--- src/rtl/micro_sequencer_if.sv ---
// Bus between the micro-sequencer and its surroundings (microcode ROM, datapath, condition logic).
// No valid/ready: the ROM answers combinationally in the same cycle; hold is the only flow control.
interface micro_sequencer_if #(
  parameter int ADDR_W      = 4,
  parameter int CTRL_W      = 22,
  parameter int COND_W      = 4,
  parameter int DISP_W      = 2,
  parameter int STACK_DEPTH = 4
);
  localparam int SEL_W = $clog2(COND_W);
  localparam int UI_W  = 3 + 1 + SEL_W + ADDR_W + CTRL_W;
  localparam int SP_W  = $clog2(STACK_DEPTH + 1);

  logic              hold;
  logic [COND_W-1:0] cond_in;
  logic [DISP_W-1:0] disp_in;
  logic [UI_W-1:0]   uinstr;
  logic [ADDR_W-1:0] upc_addr;
  logic [CTRL_W-1:0] ctrl_out;
  logic              halted;
  logic              stack_err;
  logic [SP_W-1:0]   sp_dbg;

  modport master (
    input  hold, cond_in, disp_in, uinstr,
    output upc_addr, ctrl_out, halted, stack_err, sp_dbg
  );

  modport slave (
    output hold, cond_in, disp_in, uinstr,
    input  upc_addr, ctrl_out, halted, stack_err, sp_dbg
  );
endinterface

--- src/rtl/micro_sequencer.sv ---
// Microprogram sequencer: holds the micro-PC, decodes the ROM word into a control bus and
// a next-address op (increment/jump/branch/wait/dispatch/call/return/halt) with a return stack.
module micro_sequencer #(
  parameter int ADDR_W      = 4,
  parameter int CTRL_W      = 22,
  parameter int COND_W      = 4,
  parameter int DISP_W      = 2,
  parameter int STACK_DEPTH = 4,
  parameter int RESET_ADDR  = 0
) (
  input logic              clk,
  input logic              rst_n,
  micro_sequencer_if.master bus
);
  localparam int SEL_W = $clog2(COND_W);
  localparam int UI_W  = 3 + 1 + SEL_W + ADDR_W + CTRL_W;
  localparam int SP_W  = $clog2(STACK_DEPTH + 1);
  localparam int IDX_W = (STACK_DEPTH > 1) ? $clog2(STACK_DEPTH) : 1;
  localparam int SUM_W = (ADDR_W > DISP_W) ? ADDR_W : DISP_W;

  typedef enum logic [2:0] {
    OP_NEXT = 3'd0,
    OP_JMP  = 3'd1,
    OP_BR   = 3'd2,
    OP_WAIT = 3'd3,
    OP_DISP = 3'd4,
    OP_CALL = 3'd5,
    OP_RET  = 3'd6,
    OP_HALT = 3'd7
  } op_e;

  logic [ADDR_W-1:0] upc_q, upc_d;
  logic [SP_W-1:0]   sp_q, sp_d;
  logic              halted_q, halted_d;
  logic              err_q, err_d;
  logic [ADDR_W-1:0] stack_q [STACK_DEPTH];
  logic              push_en;

  op_e               op;
  logic              pol;
  logic [SEL_W-1:0]  csel;
  logic [ADDR_W-1:0] target;
  logic              cond;
  logic [ADDR_W-1:0] inc;
  logic [SUM_W-1:0]  disp_sum;
  logic [SP_W-1:0]   sp_m1;
  logic              advance;

  assign op       = op_e'(bus.uinstr[UI_W-1 -: 3]);
  assign pol      = bus.uinstr[UI_W-4];
  assign csel     = bus.uinstr[CTRL_W+ADDR_W +: SEL_W];
  assign target   = bus.uinstr[CTRL_W +: ADDR_W];
  assign cond     = bus.cond_in[csel] ^ pol;
  assign inc      = upc_q + ADDR_W'(1);
  assign disp_sum = SUM_W'(target) + SUM_W'(bus.disp_in);
  assign sp_m1    = sp_q - SP_W'(1);
  assign advance  = !bus.hold && !halted_q;

  always_comb begin
    upc_d    = upc_q;
    sp_d     = sp_q;
    halted_d = halted_q;
    err_d    = err_q;
    push_en  = 1'b0;
    if (advance) begin
      case (op)
        OP_NEXT: upc_d = inc;
        OP_JMP:  upc_d = target;
        OP_BR:   upc_d = cond ? target : inc;
        OP_WAIT: upc_d = cond ? inc : upc_q;
        OP_DISP: upc_d = disp_sum[ADDR_W-1:0];
        OP_CALL: begin
          // A full stack still takes the jump; only the return address is lost.
          upc_d = target;
          if (sp_q == SP_W'(STACK_DEPTH)) begin
            err_d = 1'b1;
          end else begin
            push_en = 1'b1;
            sp_d    = sp_q + SP_W'(1);
          end
        end
        OP_RET: begin
          if (sp_q == '0) begin
            upc_d = ADDR_W'(RESET_ADDR);
            err_d = 1'b1;
          end else begin
            upc_d = stack_q[sp_m1[IDX_W-1:0]];
            sp_d  = sp_m1;
          end
        end
        OP_HALT: halted_d = 1'b1;
      endcase
    end
  end

  always_ff @(posedge clk or negedge rst_n) begin
    if (!rst_n) begin
      upc_q    <= ADDR_W'(RESET_ADDR);
      sp_q     <= '0;
      halted_q <= 1'b0;
      err_q    <= 1'b0;
    end else begin
      upc_q    <= upc_d;
      sp_q     <= sp_d;
      halted_q <= halted_d;
      err_q    <= err_d;
    end
  end

  // Stack entries above sp are don't-care, so the array needs no reset.
  always_ff @(posedge clk) begin
    if (push_en) begin
      stack_q[sp_q[IDX_W-1:0]] <= inc;
    end
  end

  assign bus.upc_addr  = upc_q;
  assign bus.ctrl_out  = rst_n ? bus.uinstr[CTRL_W-1:0] : '0;
  assign bus.halted    = halted_q;
  assign bus.stack_err = err_q;
  assign bus.sp_dbg    = sp_q;
endmodule

--- src/flat_wrapper.sv ---
// flat-port wrapper written by rule: the top's interface ports become plain ports
module micro_sequencer_flat 
#(
  parameter int ADDR_W      = 4,
  parameter int CTRL_W      = 22,
  parameter int COND_W      = 4,
  parameter int DISP_W      = 2,
  parameter int STACK_DEPTH = 4,
  parameter int RESET_ADDR  = 0
)
  (clk, rst_n, bus_hold, bus_cond_in, bus_disp_in, bus_uinstr, bus_upc_addr, bus_ctrl_out, bus_halted, bus_stack_err, bus_sp_dbg);
  micro_sequencer_if #(.ADDR_W(ADDR_W), .CTRL_W(CTRL_W), .COND_W(COND_W), .DISP_W(DISP_W), .STACK_DEPTH(STACK_DEPTH)) bus_i ();
  input logic clk;
  input logic rst_n;
  input wire logic [$bits(bus_i.hold)-1:0] bus_hold;
  input wire logic [$bits(bus_i.cond_in)-1:0] bus_cond_in;
  input wire logic [$bits(bus_i.disp_in)-1:0] bus_disp_in;
  input wire logic [$bits(bus_i.uinstr)-1:0] bus_uinstr;
  output wire logic [$bits(bus_i.upc_addr)-1:0] bus_upc_addr;
  output wire logic [$bits(bus_i.ctrl_out)-1:0] bus_ctrl_out;
  output wire logic [$bits(bus_i.halted)-1:0] bus_halted;
  output wire logic [$bits(bus_i.stack_err)-1:0] bus_stack_err;
  output wire logic [$bits(bus_i.sp_dbg)-1:0] bus_sp_dbg;
  assign bus_i.hold = bus_hold;
  assign bus_i.cond_in = bus_cond_in;
  assign bus_i.disp_in = bus_disp_in;
  assign bus_i.uinstr = bus_uinstr;
  assign bus_upc_addr = bus_i.upc_addr;
  assign bus_ctrl_out = bus_i.ctrl_out;
  assign bus_halted = bus_i.halted;
  assign bus_stack_err = bus_i.stack_err;
  assign bus_sp_dbg = bus_i.sp_dbg;
  micro_sequencer #(.ADDR_W(ADDR_W), .CTRL_W(CTRL_W), .COND_W(COND_W), .DISP_W(DISP_W), .STACK_DEPTH(STACK_DEPTH), .RESET_ADDR(RESET_ADDR)) u_core (.clk(clk), .rst_n(rst_n), .bus(bus_i));
endmodule
--- config.mk ---
export PLATFORM = sky130hd
export DESIGN_NAME = micro_sequencer_flat
export DESIGN_NICKNAME = d
export VERILOG_FILES = /design/src/rtl/micro_sequencer_if.sv /design/src/rtl/micro_sequencer.sv /design/src/flat_wrapper.sv
export SDC_FILE = /design/constraint.sdc
export NUM_CORES = 1
export LEC_CHECK = 0
export BUFFER_PORTS_ARGS = -buffer_cell sky130_fd_sc_hd__buf_2
export CAP_MARGIN = 15
export CORE_ASPECT_RATIO = 0.6
export CORE_MARGIN = 5
export CORE_UTILIZATION = 45
export DETAILED_ROUTE_END_ITERATION = 7
export PLACE_DENSITY = 0.84
export SYNTH_ARGS = -nofsm -noshare
export SYNTH_HDL_FRONTEND = slang
export SYNTH_SLANG_ARGS = --single-unit
--- constraint.sdc ---
create_clock -name clk -period 4.8 [get_ports clk]
set_input_delay 0.72 -clock clk [delete_from_list [all_inputs] [get_ports clk]]
set_output_delay 0.72 -clock clk [all_outputs]
set_load 0.01 [all_outputs]
## Word-level counts from Yosys, hierarchy flattened

Memory sizes are Yosys's and may differ from the RTL's.
Cells that the tools add are included.
W data, S select, Z words.

| storage, ports and cells | value |
|---|---|
| memories | 1 |
| bits in writable memories | 16 |
| input port bits | 41 |
| flip-flop bits (word level) | 9 |
| word-level logic and storage cells | 54 |

Memories:

| name | words | bits a word | read ports | clocked after memory_dff | wr ports | line | RTL |
|---|---|---|---|---|---|---|---|
| u_core.stack_q | 4 | 4 | 1 | 0 | 1 | micro_sequencer.sv:36 | `logic [ADDR_W-1:0] stack_q [STACK_DEPTH];` |

| cells by class | value |
|---|---|
| eq/ne operators | 13 |
| magnitude comparators | 1 |
| add/sub/neg operators | 4 |
| multiplexer cells | 18 |
| bitwise logic cells | 1 |
| reductions and logical operators | 12 |

Operators with widths:

| operator | number |
|---|---|
| $pmux W4 S6 | 1 |
| $mux W22 | 1 |
| $eq A3 B3 Y1 const B | 5 |
| $mux W4 | 3 |
| $mux W1 | 8 |
| $reduce_and A4 Y1 | 2 |
| $eq A3 B2 Y1 const B | 2 |
| $logic_not A3 Y1 | 2 |
| $mux W3 | 2 |
| $ne A2 B1 Y1 const B | 3 |
| $pmux W3 S2 | 1 |
| $reduce_bool A6 Y1 | 1 |
| $add A4 B1 Y4 const B | 1 |
| $add A4 B2 Y4 | 1 |
| $ne A2 B2 Y1 const B | 2 |
| $add A3 B1 Y3 const B | 1 |
| $eq A3 B1 Y1 const B | 1 |
| $lt A2 B3 Y1 const B | 1 |
| $reduce_and A3 Y1 | 1 |
| $sub A3 B1 Y3 const B | 1 |
| $bmux W1 S2 | 1 |
| $logic_not A1 Y1 | 2 |
| $pmux W1 S2 | 1 |
| $reduce_and A2 Y1 | 1 |
| other kinds (4) | 4 |

## Depth between registers and ports, before layout

Gate-level depths: netlist of run 1.

| logic depth | value |
|---|---|
| depth in word-level cells | 6 |
| gate-level depth with buffers | 9 |

## Worst setup path before layout of run 1

Ideal clock, no wire load.

| timing | value |
|---|---|
| kind | input port to flip-flop |
| from | input bus_uinstr[26] |
| to | register u_core.upc_q[0], in the netlist u_core.bus.upc_addr[0] |
| arrival time | 2,088 ps |
| setup slack | 2,587 ps |
| path buffers | 0 |
| stages on the path | 6 |
| path through | mux4_2 -> xnor2_4 -> mux2_1 -> nand2_1 -> a32o_1 -> o21ai_2 |

| on the way | value |
|---|---|
| word-level cells in the longest chain between the ends | 5 |
| elaborated cells between the ends (all ways) | 7 |
| classes of those cells | 1 x eq/ne; 4 x mux; 1 x bitwise; 1 x reduce/logical |

Ends and longest elaborated chain:

| item | line | RTL |
|---|---|---|
| from (decl) | flat_wrapper.sv:18 | `input wire logic [$bits(bus_i.uinstr)-1:0] bus_uinstr;` |
| $bmux W1 S2 * | micro_sequencer.sv:53 | `assign cond = bus.cond_in[csel] ^ pol;` |
| $mux W1 (implied by the code) * | micro_sequencer.sv:53 |  |
| $xor A1 B1 Y1 * | micro_sequencer.sv:53 |  |
| $mux W4 / $ne A2 B1 Y1 (equally long branches) | -- |  |
| $pmux W4 S6 / $reduce_and A3 Y1 (equally long branches) | -- |  |
| to (signal assigned) | micro_sequencer.sv:98 | `upc_q <= ADDR_W'(RESET_ADDR);` |
| to (signal assigned) | micro_sequencer.sv:103 | `upc_q <= upc_d;` |
| to (decl) | micro_sequencer.sv:32 | `logic [ADDR_W-1:0] upc_q, upc_d;` |

Every way passes the cells marked *; elsewhere a longest branch is shown, timed or not. The select of a mux whose other input is x is not followed.
A chain may end at the register's enable or synchronous reset.

## Final worst setup path of run 1

| timing | value |
|---|---|
| from | register u_core.sp_q[0], in the netlist u_core.bus.sp_dbg[0] |
| to | register u_core.upc_q[2], in the netlist u_core.bus.upc_addr[2] |

| on the way | value |
|---|---|
| word-level cells in the longest chain between the ends | 4 |
| elaborated cells between the ends (all ways) | 5 |
| classes of those cells | 1 x add/sub; 2 x mux; 1 x reduce/logical; 1 x memory |

Ends and longest elaborated chain:

| item | line | RTL |
|---|---|---|
| from (decl) | micro_sequencer.sv:33 | `logic [SP_W-1:0] sp_q, sp_d;` |
| from (signal assigned) | micro_sequencer.sv:104 | `sp_q <= sp_d;` |
| $sub A3 B1 Y3 | micro_sequencer.sv:56 | `assign sp_m1 = sp_q - SP_W'(1);` |
| $mem_v2 Z4 W4 | -- |  |
| $mux W4 * | micro_sequencer.sv:83 | `if (sp_q == '0) begin` |
| $pmux W4 S6 * | micro_sequencer.sv:66 | `case (op)` |

Every way passes the cells marked *; elsewhere a longest branch is shown, timed or not.

==> results of run 1 <==
## Yosys cell counts (2+ instances only)
| cell | n | area [um^2] |
|---|---|---|
| xnor2_1 | 4 | 35.0 |
| nand2_1 | 16 | 60.1 |
| a211oi_1 | 3 | 22.5 |
| a21oi_1 | 11 | 55.1 |
| edfxtp_1 | 16 | 480 |
| ha_1 | 8 | 100 |
| inv_1 | 9 | 33.8 |
| o21ai_0 | 4 | 20.0 |
| dfrtp_1 | 9 | 225 |
| xor2_1 | 2 | 17.5 |
| and2_1 | 25 | 156 |
| nor2_1 | 6 | 22.5 |
| mux4_2 | 5 | 113 |
| o21bai_1 | 2 | 15.0 |
| o22ai_1 | 2 | 12.5 |
| o211ai_1 | 2 | 15.0 |
| nand3_1 | 3 | 15.0 |
| clkbuf_1 | 5 | 18.8 |
## critical path, stage by stage, from the launching register on
cell	delay, ns
dfrtp_1	0.60
inv_1	0.16
ha_1	0.46
mux4_2	0.36
a211oi_1	0.32
a211oi_1	0.12
a21o_1	0.16
## power by group
group	switching [mW]	total (mW)	internal [mW]
Sequential	0.0479	0.339	0.291
Clock	0.0652	0.125	0.0594
Combinational	0.199	0.368	0.169
## logic make-up after synthesis
group                    count (synthesis)
multiplexers                             8
AND/OR/NAND/NOR                         58
flip-flops                              25
XOR/XNOR                                 7
adder cells (fa/ha/maj)                  9
buffers and inverters                   15
AO/OA/AOI/OAI                           32
## per-stage QoR
step / hold WS (ns) / power, mW / setup slack [ns] / std cells / cell area (um^2)
5_1_grt: 0.433 / 0.888 / 2.40 / 270 / 2090
4_1_cts: 0.406 / 0.837 / 2.53 / 270 / 2090
2_1_floorplan: 0.424 / 0.583 / 2.59 / 154 / 1660
3_3_place_gp: 0.487 / 0.700 / 2.43 / 266 / 2040
6_report: 0.394 / 0.832 / 2.52 / 270 / 2090
3_5_place_dp: 0.472 / 0.713 / 2.42 / 266 / 2040
## flip-flops by register name, summed over array words and instances, names as in the netlist
name / count
u_core.stack_q: 16
u_core.bus.upc_addr: 4
u_core.bus.sp_dbg: 3
u_core.bus.halted: 1
u_core.bus.stack_err: 1
## how the worst max path moves through the flow
stage,endpoint,start,cells past startpoint,slack (ns)
2_1_floorplan,u_core.bus.upc_addr[0]$_DFFE_PN0P_,bus_uinstr[26],6,2.59
3_3_place_gp,u_core.bus.upc_addr[0]$_DFFE_PN0P_,bus_uinstr[26],7,2.43
3_5_place_dp,u_core.bus.upc_addr[3]$_DFFE_PN0P_,bus_uinstr[26],7,2.42
4_1_cts,u_core.bus.upc_addr[2]$_DFFE_PN0P_,u_core.bus.sp_dbg[0]$_DFFE_PN0P_,6,2.53
5_1_grt,u_core.bus.upc_addr[2]$_DFFE_PN0P_,u_core.bus.sp_dbg[0]$_DFFE_PN0P_,6,2.40
6_report,u_core.bus.upc_addr[2]$_DFFE_PN0P_,u_core.bus.sp_dbg[0]$_DFFE_PN0P_,6,2.52
## area by class of cell
class | count | share of cell area
Inverter | 9 | 0.0162
Tap cell | 47 | 0.0282
Multi-Input combinational cell | 114 | 0.425
Timing Repair Buffer | 71 | 0.170
Sequential cell | 25 | 0.338
Clock buffer | 4 | 0.0216
## per-layer routing
metal,vias up,track usage,share of wire
li1,681,-,-
met1,653,0.247,0.43
met2,80,0.242,0.43
met3,6,0.0693,0.13
met4,0,0.0323,0.0093
met5,-,0,0
==> key figures, run 1 <==
Status
  • Outcome: completed

Setup path
  • R2R Path Start: u_core.bus.sp_dbg[0]$_DFFE_PN0P_
  • Critical Path AT: approximately 2.5 ns
  • R2R Path End: u_core.bus.upc_addr[2]$_DFFE_PN0P_
  • Worst Path Required: between 4 and 5 ns
  • Worst setup SP type: flip-flop
  • Critical Path End Type: flip-flop
  • R2R cell count: 6
  • Internal reg-to-reg setup slack: roughly 2.5 ns
  • Crit Path Class: flip-flop to flip-flop
  • Critical path fanouts, max: 9

Cells and area
  • Most frequent cells in the layout: buf_2 (71), and2_1 (25), nand2_1 (16), edfxtp_1 (16), a21oi_1 (11)
  • NumNets Final: ~270
  • Multi-input logic area: a little under 900 um^2
  • Reg area: roughly 700 um^2
  • Synth-to-layout area growth: 25.9%
  • # fillers: 320
  • Commonest non-fill, non-tap cell in the layout: buf_2
  • Share of layout cells above drive strength 1: 0.399
  • Ant diodes: 0
  • Final design utilization: 0.577

Min path
  • Worst Hold Class: input pin to asynchronous set/reset pin

Detailed routing
  • Final WL: roughly 4100 um
  • Antenna-violating nets left: 0
  • Vias: 1420
  • DRC viols: 0
  • Via density: 5.26
  • Initial DRT Pass Iterations: 4
  • WL/cell: about 15 um
  • DRT iter0 DRCs: 60

Job
  • Max-cap violations: 0

Yosys
  • Post-Syn Nets: slightly above 200
  • Mapped cell area: ~1700 um^2
  • Simple-gate share of the synthesized area: 0.193
  • Ys flop type: edfxtp_1
  • Seq/Total Area, Yosys: 0.426
  • Mux contribution to synthesized area: 0.0906
  • Post-synthesis async set-or-reset flop share: 0.360
  • Synth cell types: 40
  • Syn Area/Cell: about 11 um^2
  • Largest family of logic cells by synthesized area: simple AND/OR/NAND/NOR gates
  • Xor/xnor share of the synthesized area: 0.0483
  • Post-synth EDFFs: 16
  • Synth Area in Adders: 0.0725
  • Synth warn: 0
  • Post-synthesis cell count: 154
  • Synth Register Bits: 25
  • Post-synthesis compound-gate area fraction: 0.131

Timing
  • Tightest Pin Transition: 0.840 ns
  • Setup Skew: 0.00821 ns
  • Slew headroom: 0.435
  • Fin. Hold Viols: 0
  • RSZ-0062 raised after global routing: no
  • Final setup fails: 0
  • Setup TNS: 0 ns
  • Slew Limit Fails: 0
  • Final period util: 0.474
  • Peak Freq: between 0.4 and 0.5 GHz
  • Final min period: ~2.3 ns

Clock tree
  • Maximum clock insertion buffer count: 2
  • Total CTS buffers: 3
  • CTS tree: yes
  • Clk_lat worst skew: about 0.27 ns
  • Root Driver: clkbuf_8
  • CTS sink count: 25
  • Postcts setup bufs: 0
  • CTS clk-pin slew, worst paths: ~0.090 ns
  • CTS resizes: 0
  • Hold-fix buffers, CTS: 0
  • H-tree Lvls: 1

Floorplanning
  • I/O Pins: 72
  • Chip height: 57.0 um
  • Core area: roughly 3600 um^2
  • Die ar.: 5030 um^2
  • Initial Util: 0.458
  • FP Rows: 17
  • DIE WIDTH: 88.3 um

Power and ir drop
  • PwrDens: about 400 nW/um^2
  • Leakage power: about 0.95 nW
  • Peak supply drop: around 0.00025 V

GRT
  • Grt ovf: 0
  • Number of global-route vias before repair: approximately 1.4k
  • Initial antenna violation count: 0
  • First-pass GRT wire length: ~6600 um
  • Largest net degree at the start of global routing: 32
  • Tot GR Track Use: 0.170

Place
  • Detailed placement HPWL: 3370 um
  • Final GP Congestion: slightly above 0.9
  • IO buf count: between 70 and 80
(Power assumes the default switching activity.)
==> inputs of run 2 (changes only) <==
- ABC_AREA: not set -> 1
- PLACE_DENSITY: 0.84 -> 0.83
- clock period: 4.8 -> 2.3 ns (I/O delays scaled with it)
==> run 2 against run 1 <==
  * Final cell count up 33%
  * Clock power is 110% higher
  * Register-to-register slack worse by 2.2 ns
  * Hold slack lost 0.38 ns
  * Global-route usage is 1.1 points higher
  * Setup slack got worse by 2.2 ns
  * Non-clock buffer count increased by 2
  * Wire length is 19% higher
  * Final area grew 8.6%
  * Sequential power grew 110%
  * Die area grew 7.7%
==> key figures, run 2 <==
Yosys
  • Mux contribution to synthesized area: 0 (-0.0906)
  • Post-synthesis async set-or-reset flop share: 0.360 (unchanged)
  • Post-Syn Nets: 289 (+42%)
  • Synth top cells by count: nand2_1 (64), inv_1 (39), nor2_1 (29)
  • Synth top area share: 0.266 (-0.0241)
  • Post-synth EDFFs: 16 (unchanged)
  • Seq/Total Area, Yosys: 0.391 (-0.0354)
  • Xor/xnor share of the synthesized area: 0.0291 (-0.0193)
  • Largest family of logic cells by synthesized area: simple AND/OR/NAND/NOR gates
  • Mapped cell area: 1810 um^2 (+9.1%)
  • Post-synthesis compound-gate area fraction: 0.0720 (-0.0594)
  • Synth cell types: 33 (-18%)
  • Syn Area/Cell: 7.56 um^2 (-30%)
  • Most numerous cell in the Yosys netlist: nand2_1
  • Cell taking the most area after synthesis: edfxtp_1
  • Ys flop type: edfxtp_1
  • Synth Register Bits: 25 (unchanged)
  • Synth warn: 0 (unchanged)
  • Simple-gate share of the synthesized area: 0.341 (+0.148)
  • Largest cells by area after synthesis: edfxtp_1 (27%), nand2_1 (13%), dfrtp_1 (12%)
  • Post-synthesis cell count: 239 (+55%)
  • Synth Area in Adders: 0.0665 (-0.00603)

Cells and area
  • Synth-to-layout area growth: 25.3%
  • Commonest non-fill, non-tap cell in the layout: buf_2
  • Share of layout cells above drive strength 1: 0.311 (-0.0882)
  • Multi-input logic area: 918 um^2 (+3.5%)
  • Max FFs per register: 16 (unchanged)
  • Reg area: 706 um^2 (unchanged)
  • NumNets Final: 363 (+32%)
  • Ant diodes: 0 (unchanged)
  • Most frequent cells in the layout: buf_2 (71), nand2_1 (64), inv_1 (39), nor2_1 (29), nand3_1 (22)
  • # fillers: 337 (+5.3%)

Setup path
  • Critical path fanouts, max: 12 (+3)
  • Crit Path Class: flip-flop to flip-flop
  • Worst Path Required: 2.25 ns (-2.72 ns)
  • Critical Path AT: 1.96 ns (-0.49 ns)
  • Critical Path End Type: flip-flop
  • Worst setup SP type: flip-flop
  • R2R Path Start: u_core.bus.sp_dbg[0]$_DFFE_PN0P_
  • Launch point of the worst path: u_core.bus.sp_dbg[0]$_DFFE_PN0P_

Clock tree
  • CTS resizes: 0 (unchanged)
  • Total CTS buffers: 3 (unchanged)
  • CTS clk-pin slew, worst paths: 0.09 ns (about the same)
  • Maximum clock insertion buffer count: 2 (unchanged)
  • Clk_lat worst skew: 0.27 ns (about the same)
  • Postcts setup bufs: 0 (unchanged)
  • H-tree Lvls: 1 (unchanged)
  • CTS tree: yes
  • CTS sink count: 25 (unchanged)
  • Hold-fix buffers, CTS: 0 (unchanged)
  • Root Driver: clkbuf_8

Timing
  • Slew Limit Fails: 0 (unchanged)
  • RSZ-0062 raised after global routing: no
  • Fin. Hold Viols: 0 (unchanged)
  • Final hold slack: 0.00913 ns (-0.385 ns)
  • Setup TNS: 0 ns (unchanged)
  • Peak Freq: 0.496 GHz (+13%)
  • Slew headroom: 0.703 (+0.268)
  • Tightest Pin Transition: 0.445 ns (-0.394 ns)
  • Setup Skew: 0.00119 ns (-0.00702 ns)
  • Final worst slack: 0.282 ns (-2.24 ns)
  • Final period util: 0.877 (+0.403)
  • Final min period: 2.02 ns (-0.259 ns)
  • Final setup fails: 0 (unchanged)

Floorplanning
  • Core area: 3760 um^2 (+4.1%)
  • I/O Pins: 72 (unchanged)
  • Initial Util: 0.480 (+0.0218)
  • Chip height: 59.1 um (+3.7%)
  • FP Rows: 17 (unchanged)
  • DIE WIDTH: 91.8 um (+3.9%)
  • Die ar.: 5420 um^2 (+7.7%)

GRT
  • First-pass GRT wire length: 7730 um (+18%)
  • Largest net degree at the start of global routing: 27 (-16%)
  • Initial antenna violation count: 0 (unchanged)
  • Number of global-route vias before repair: 1668 (+19%)
  • Grt ovf: 0 (unchanged)
  • Tot GR Track Use: 0.181 (+0.0108)

Job
  • Max-cap violations: 0 (unchanged)

Place
  • Detailed placement HPWL: 4010 um (+19%)
  • Setup slack at placement: 0.349 ns (-2.07 ns)
  • IO buf count: 71 (unchanged)
  • Final GP Congestion: 0.905 (-2.2%)

Status
  • Outcome: completed

Detailed routing
  • Antenna-violating nets left: 0 (unchanged)
  • Via density: 5.06 (-3.8%)
  • DRT iter0 DRCs: 149 (+150%)
  • Vias: 1816 (+28%)
  • Initial DRT Pass Iterations: 4 (unchanged)
  • DRC viols: 0 (unchanged)
  • Final WL: 4900 um (+19%)
  • WL/cell: 13.7 um (-10%)

Min path
  • Worst Hold Class: input pin to asynchronous set/reset pin

Power and ir drop
  • Leakage power: 1.27 nW (+34%)
  • Peak supply drop: 0.000449 V (+82%)
  • PwrDens: 831 nW/um^2 (+110%)
-- run 2: cell types whose count changed in the layout (fill, tap and decap cells not counted), moves of 7 or more --
cell,previous run,this run
a21oi_1,11,4
and2_1,25,0
inv_1,9,39
nand2_1,16,64
nand3_1,3,22
nor2_1,6,29
-- run 2: where the power goes --
group	switching, mW	leakage [nW]	internal, mW	total, mW
combinational	0.566	0.990	0.344	0.910
sequential	0.107	0.251	0.602	0.709
clock	0.142	0.0255	0.121	0.263
-- run 2: layout make-up --
cell class | count | share of cell area
clock buffers | 3 | 0.0182
multi-input cells | 166 | 0.406
well taps | 47 | 0.0260
flip-flops and latches | 25 | 0.312
repair buffers | 73 | 0.164
clock inverters | 1 | 0.00221
inverters | 44 | 0.0729
-- run 2: logic make-up (layout without fill, tap and decap cells) --
family                   Yosys count  after routing
AND/OR/NAND/NOR                  132            132
adder cells (fa/ha/maj)            9              9
buffers and inverters             48            121
flip-flops                        25             25
XOR/XNOR                           6              6
AO/OA/AOI/OAI                     19             19
-- run 2: routing by layer --
layer | vias up | GRT usage | part of all wire
li1 | 900 | - | -
met1 | 803 | 0.270 | 0.47
met2 | 106 | 0.247 | 0.39
met3 | 7 | 0.0660 | 0.14
met4 | 0 | 0.0359 | 0.0090
met5 | - | 0 | 0
-- run 2: worst max-delay path: stages, from the launching register on --
cell	delay (ns)
dfrtp_1	0.57
inv_2	0.19
ha_1	0.27
a21oi_1	0.18
nand2_1	0.16
nor2_1	0.33
-- run 2: path summary, 6_finish.rpt --
| kind | slack (ns) | cells after the start | end |
|---|---|---|---|
| min | 0.009 | 1 | u_core.bus.sp_dbg[1]$_DFFE_PN0P_ |
| max in group asynchronous | 1.81 | 2 | u_core.bus.sp_dbg[0]$_DFFE_PN0P_ |
| min reg2reg | 0.47 | 1 | u_core.bus.stack_err$_DFFE_PN0P_ |
| max | 0.28 | 5 | u_core.stack_q[1][3]$_DFFE_PP_ |
| min in group clk | 0.26 | 2 | u_core.bus.halted$_DFFE_PN0P_ |
| max reg2reg | 0.28 | 5 | u_core.stack_q[1][3]$_DFFE_PP_ |
-- run 2: stage by stage --
step	cells	util	power (mW)	area (um^2)
floorplan	239	-	1.31	1810
global placement	355	0.589	1.60	2220
detailed placement	355	0.589	1.62	2220
CTS	359	0.602	1.88	2260
global route	359	0.602	2.02	2260
finish	359	0.602	1.88	2260
==> inputs of run 3 (changes only) <==
- CORE_UTILIZATION: 45 -> 49
- HOLD_SLACK_MARGIN: not set -> 0.02
- PLACE_DENSITY: 0.83 -> 0.89
==> run 3 against run 2 <==
  * Power up 0.92%
  * First-iteration DRC count shrank 6.7%
  * Clock-buffer cell count increased by 1
  * Highest routed layer unchanged
  * Register-to-register slack improved by 0.31 ns
  * Final cell count increased by 0.28%
  * Hold slack improved by 0.063 ns
  * Largest cell class unchanged
  * Critical path type unchanged
  * Fmax rose by 18%
  * Via count fell by 3.0%
  * Critical path depth did not move
  * Clock skew rose by 0.0028 ns
==> key figures, run 3 (synthesis gave the netlist of run 2 again) <==
Detailed routing
  • Final WL: 4650 um (-5.1%)
  • WL/cell: 12.9 um (-5.4%)
  • Vias: 1761 (-3.0%)
  • Antenna-violating nets left: 0 (unchanged)
  • DRC viols: 0 (unchanged)
  • Initial DRT Pass Iterations: 4 (unchanged)
  • Via density: 4.89 (-3.3%)
  • DRT iter0 DRCs: 139 (-6.7%)

Clock tree
  • CTS resizes: 0 (unchanged)
  • Postcts setup bufs: 0 (unchanged)
  • CTS clk-pin slew, worst paths: 0.09 ns (about the same)
  • Clk_lat worst skew: 0.27 ns (about the same)
  • CTS tree: yes
  • CTS sink count: 25 (unchanged)
  • Hold-fix buffers, CTS: 0 (unchanged)
  • Total CTS buffers: 3 (unchanged)
  • Root Driver: clkbuf_8
  • H-tree Lvls: 1 (unchanged)
  • Maximum clock insertion buffer count: 2 (unchanged)

Cells and area
  • Ant diodes: 0 (unchanged)
  • Max FFs per register: 16 (unchanged)
  • Commonest non-fill, non-tap cell in the layout: buf_2
  • Reg area: 706 um^2 (unchanged)
  • Synth-to-layout area growth: 25.7%
  • Multi-input logic area: 918 um^2 (unchanged)
  • NumNets Final: 364 (+0.28%)
  • Most frequent cells in the layout: buf_2 (71), nand2_1 (64), inv_1 (39), nor2_1 (29), nand3_1 (22)
  • # fillers: 336 (-0.30%)
  • Share of layout cells above drive strength 1: 0.310 (-0.000993)
  • Design Area, Final: 2270 um^2 (+0.28%)

Floorplanning
  • FP Rows: 17 (unchanged)
  • Initial Util: 0.500 (+0.0198)
  • DIE WIDTH: 88.4 um (-3.7%)
  • Chip height: 57.0 um (-3.5%)
  • Core area: 3620 um^2 (-4.0%)
  • I/O Pins: 72 (unchanged)
  • Die ar.: 5040 um^2 (-7.0%)

Power and ir drop
  • PwrDens: 836 nW/um^2 (+0.64%)
  • Switch Pwr: 0.809 mW (-0.68%)
  • Peak supply drop: 0.000516 V (+15%)
  • Leakage power: 1.27 nW (+0.16%)
  • Net Sw Frac: 0.426 (-0.00687)
  • Int Pwr: 1.09 mW (+2.1%)
  • Sequential share of power: 0.360 (-0.017)
  • Combinational share of power: 0.502 (+0.019)
  • Clock power frac: 0.138 (-0.002)

Setup path
  • R2R Path Start: u_core.bus.sp_dbg[1]$_DFFE_PN0P_
  • Critical path fanouts, max: 5 (-7)
  • R2R Path End: u_core.stack_q[1][3]$_DFFE_PP_
  • Internal reg-to-reg setup slack: 0.60 ns (+0.31 ns)
  • Worst setup SP type: flip-flop
  • Worst path bufs/invs: 1 (unchanged)
  • Critical Path End Type: flip-flop
  • Crit Path Class: flip-flop to flip-flop
  • Slowest cell on the critical path: dfrtp_1
  • CP peak stage delay: 0.42 ns (-0.15 ns)
  • CP Cell Sequence: inv_1, ha_1, a21oi_1, nand2_1, nor2_1
  • Launch point of the worst path: u_core.bus.sp_dbg[1]$_DFFE_PN0P_
  • Top delay family on crit path: simple AND/OR/NAND/NOR gates
  • R2R cell count: 5 (unchanged)
  • Critical Path AT: 1.64 ns (-0.32 ns)
  • Worst Path Required: 2.24 ns (about the same)

Timing
  • RSZ-0062 raised after global routing: no
  • Tightest Pin Transition: 0.593 ns (+0.148 ns)
  • Slew headroom: 0.605 (-0.0984)
  • Setup TNS: 0 ns (unchanged)
  • Final min period: 1.70 ns (-0.314 ns)
  • Fin. Hold Viols: 0 (unchanged)
  • Final hold slack: 0.0716 ns (+0.0625 ns)
  • Final period util: 0.741 (-0.136)
  • Slew Limit Fails: 0 (unchanged)
  • Final setup fails: 0 (unchanged)
  • Setup Skew: 0.00396 ns (+0.00278 ns)
  • Peak Freq: 0.587 GHz (+18%)
  • Final worst slack: 0.596 ns (+0.314 ns)

Status
  • Outcome: completed

Place
  • Final GP Congestion: 0.887 (-2.0%)
  • Setup slack at placement: 0.495 ns (+0.146 ns)
  • IO buf count: 71 (unchanged)
  • Dpl cell area: 2230 um^2 (+0.34%)
  • Detailed placement HPWL: 3770 um (-5.9%)

GRT
  • First-pass GRT wire length: 7690 um (-0.53%)
  • Largest net degree at the start of global routing: 32 (+19%)
  • Number of global-route vias before repair: 1643 (-1.5%)
  • Initial antenna violation count: 0 (unchanged)
  • Grt ovf: 0 (unchanged)
  • Tot GR Track Use: 0.192 (+0.0110)

Job
  • Max-cap violations: 0 (unchanged)

Min path
  • Worst Hold Class: input pin to asynchronous set/reset pin
-- run 3: cell count changes in the layout (fill, tap and decap cells not counted), sizes merged --
cell,before,now
clkbuf,3,4
clkinv,1,0
buf,73,74
-- run 3: how the worst max path moves through the flow --
stage	to	cells after the start
3_3_place_gp	u_core.bus.upc_addr[2]$_DFFE_PN0P_	10
2_1_floorplan	u_core.stack_q[0][0]$_DFFE_PP_	6
5_1_grt	u_core.stack_q[3][2]$_DFFE_PP_	5
3_5_place_dp	u_core.stack_q[3][0]$_DFFE_PP_	8
4_1_cts	u_core.stack_q[3][1]$_DFFE_PP_	5
6_report	u_core.stack_q[1][3]$_DFFE_PP_	5
-- run 3: metrics by stage --
step | power [mW] | utilization | std cells
2_1_floorplan | 1.31 | - | 239
3_5_place_dp | 1.64 | 0.616 | 356
3_3_place_gp | 1.64 | 0.616 | 356
5_1_grt | 2.04 | 0.628 | 360
4_1_cts | 1.90 | 0.628 | 360
6_report | 1.90 | 0.628 | 360
-- run 3: cell type report --
| type | count | share of cell area |
|---|---|---|
| multi-input combinational | 166 | 0.404 |
| sequential | 25 | 0.311 |
| timing repair buffer | 74 | 0.166 |
| inverter | 44 | 0.0727 |
| tap | 47 | 0.0259 |
| clock buffer | 4 | 0.0198 |
-- run 3: layer usage --
layer | GRT usage | vias up | share of wire
met4 | 0.0194 | 0 | 0.0032
li1 | - | 897 | -
met2 | 0.267 | 72 | 0.42
met5 | 0 | - | 0
met3 | 0.0519 | 4 | 0.096
met1 | 0.304 | 788 | 0.48
-- run 3: power groups by stage --
stage | clock [mW] | combinational [mW] | sequential, mW
floorplan | 0 | 0.611 | 0.701
global placement | 0 | 0.944 | 0.691
detailed placement | 0 | 0.948 | 0.693
CTS | 0.265 | 0.952 | 0.684
global route | 0.283 | 1.06 | 0.697
finish | 0.262 | 0.954 | 0.683
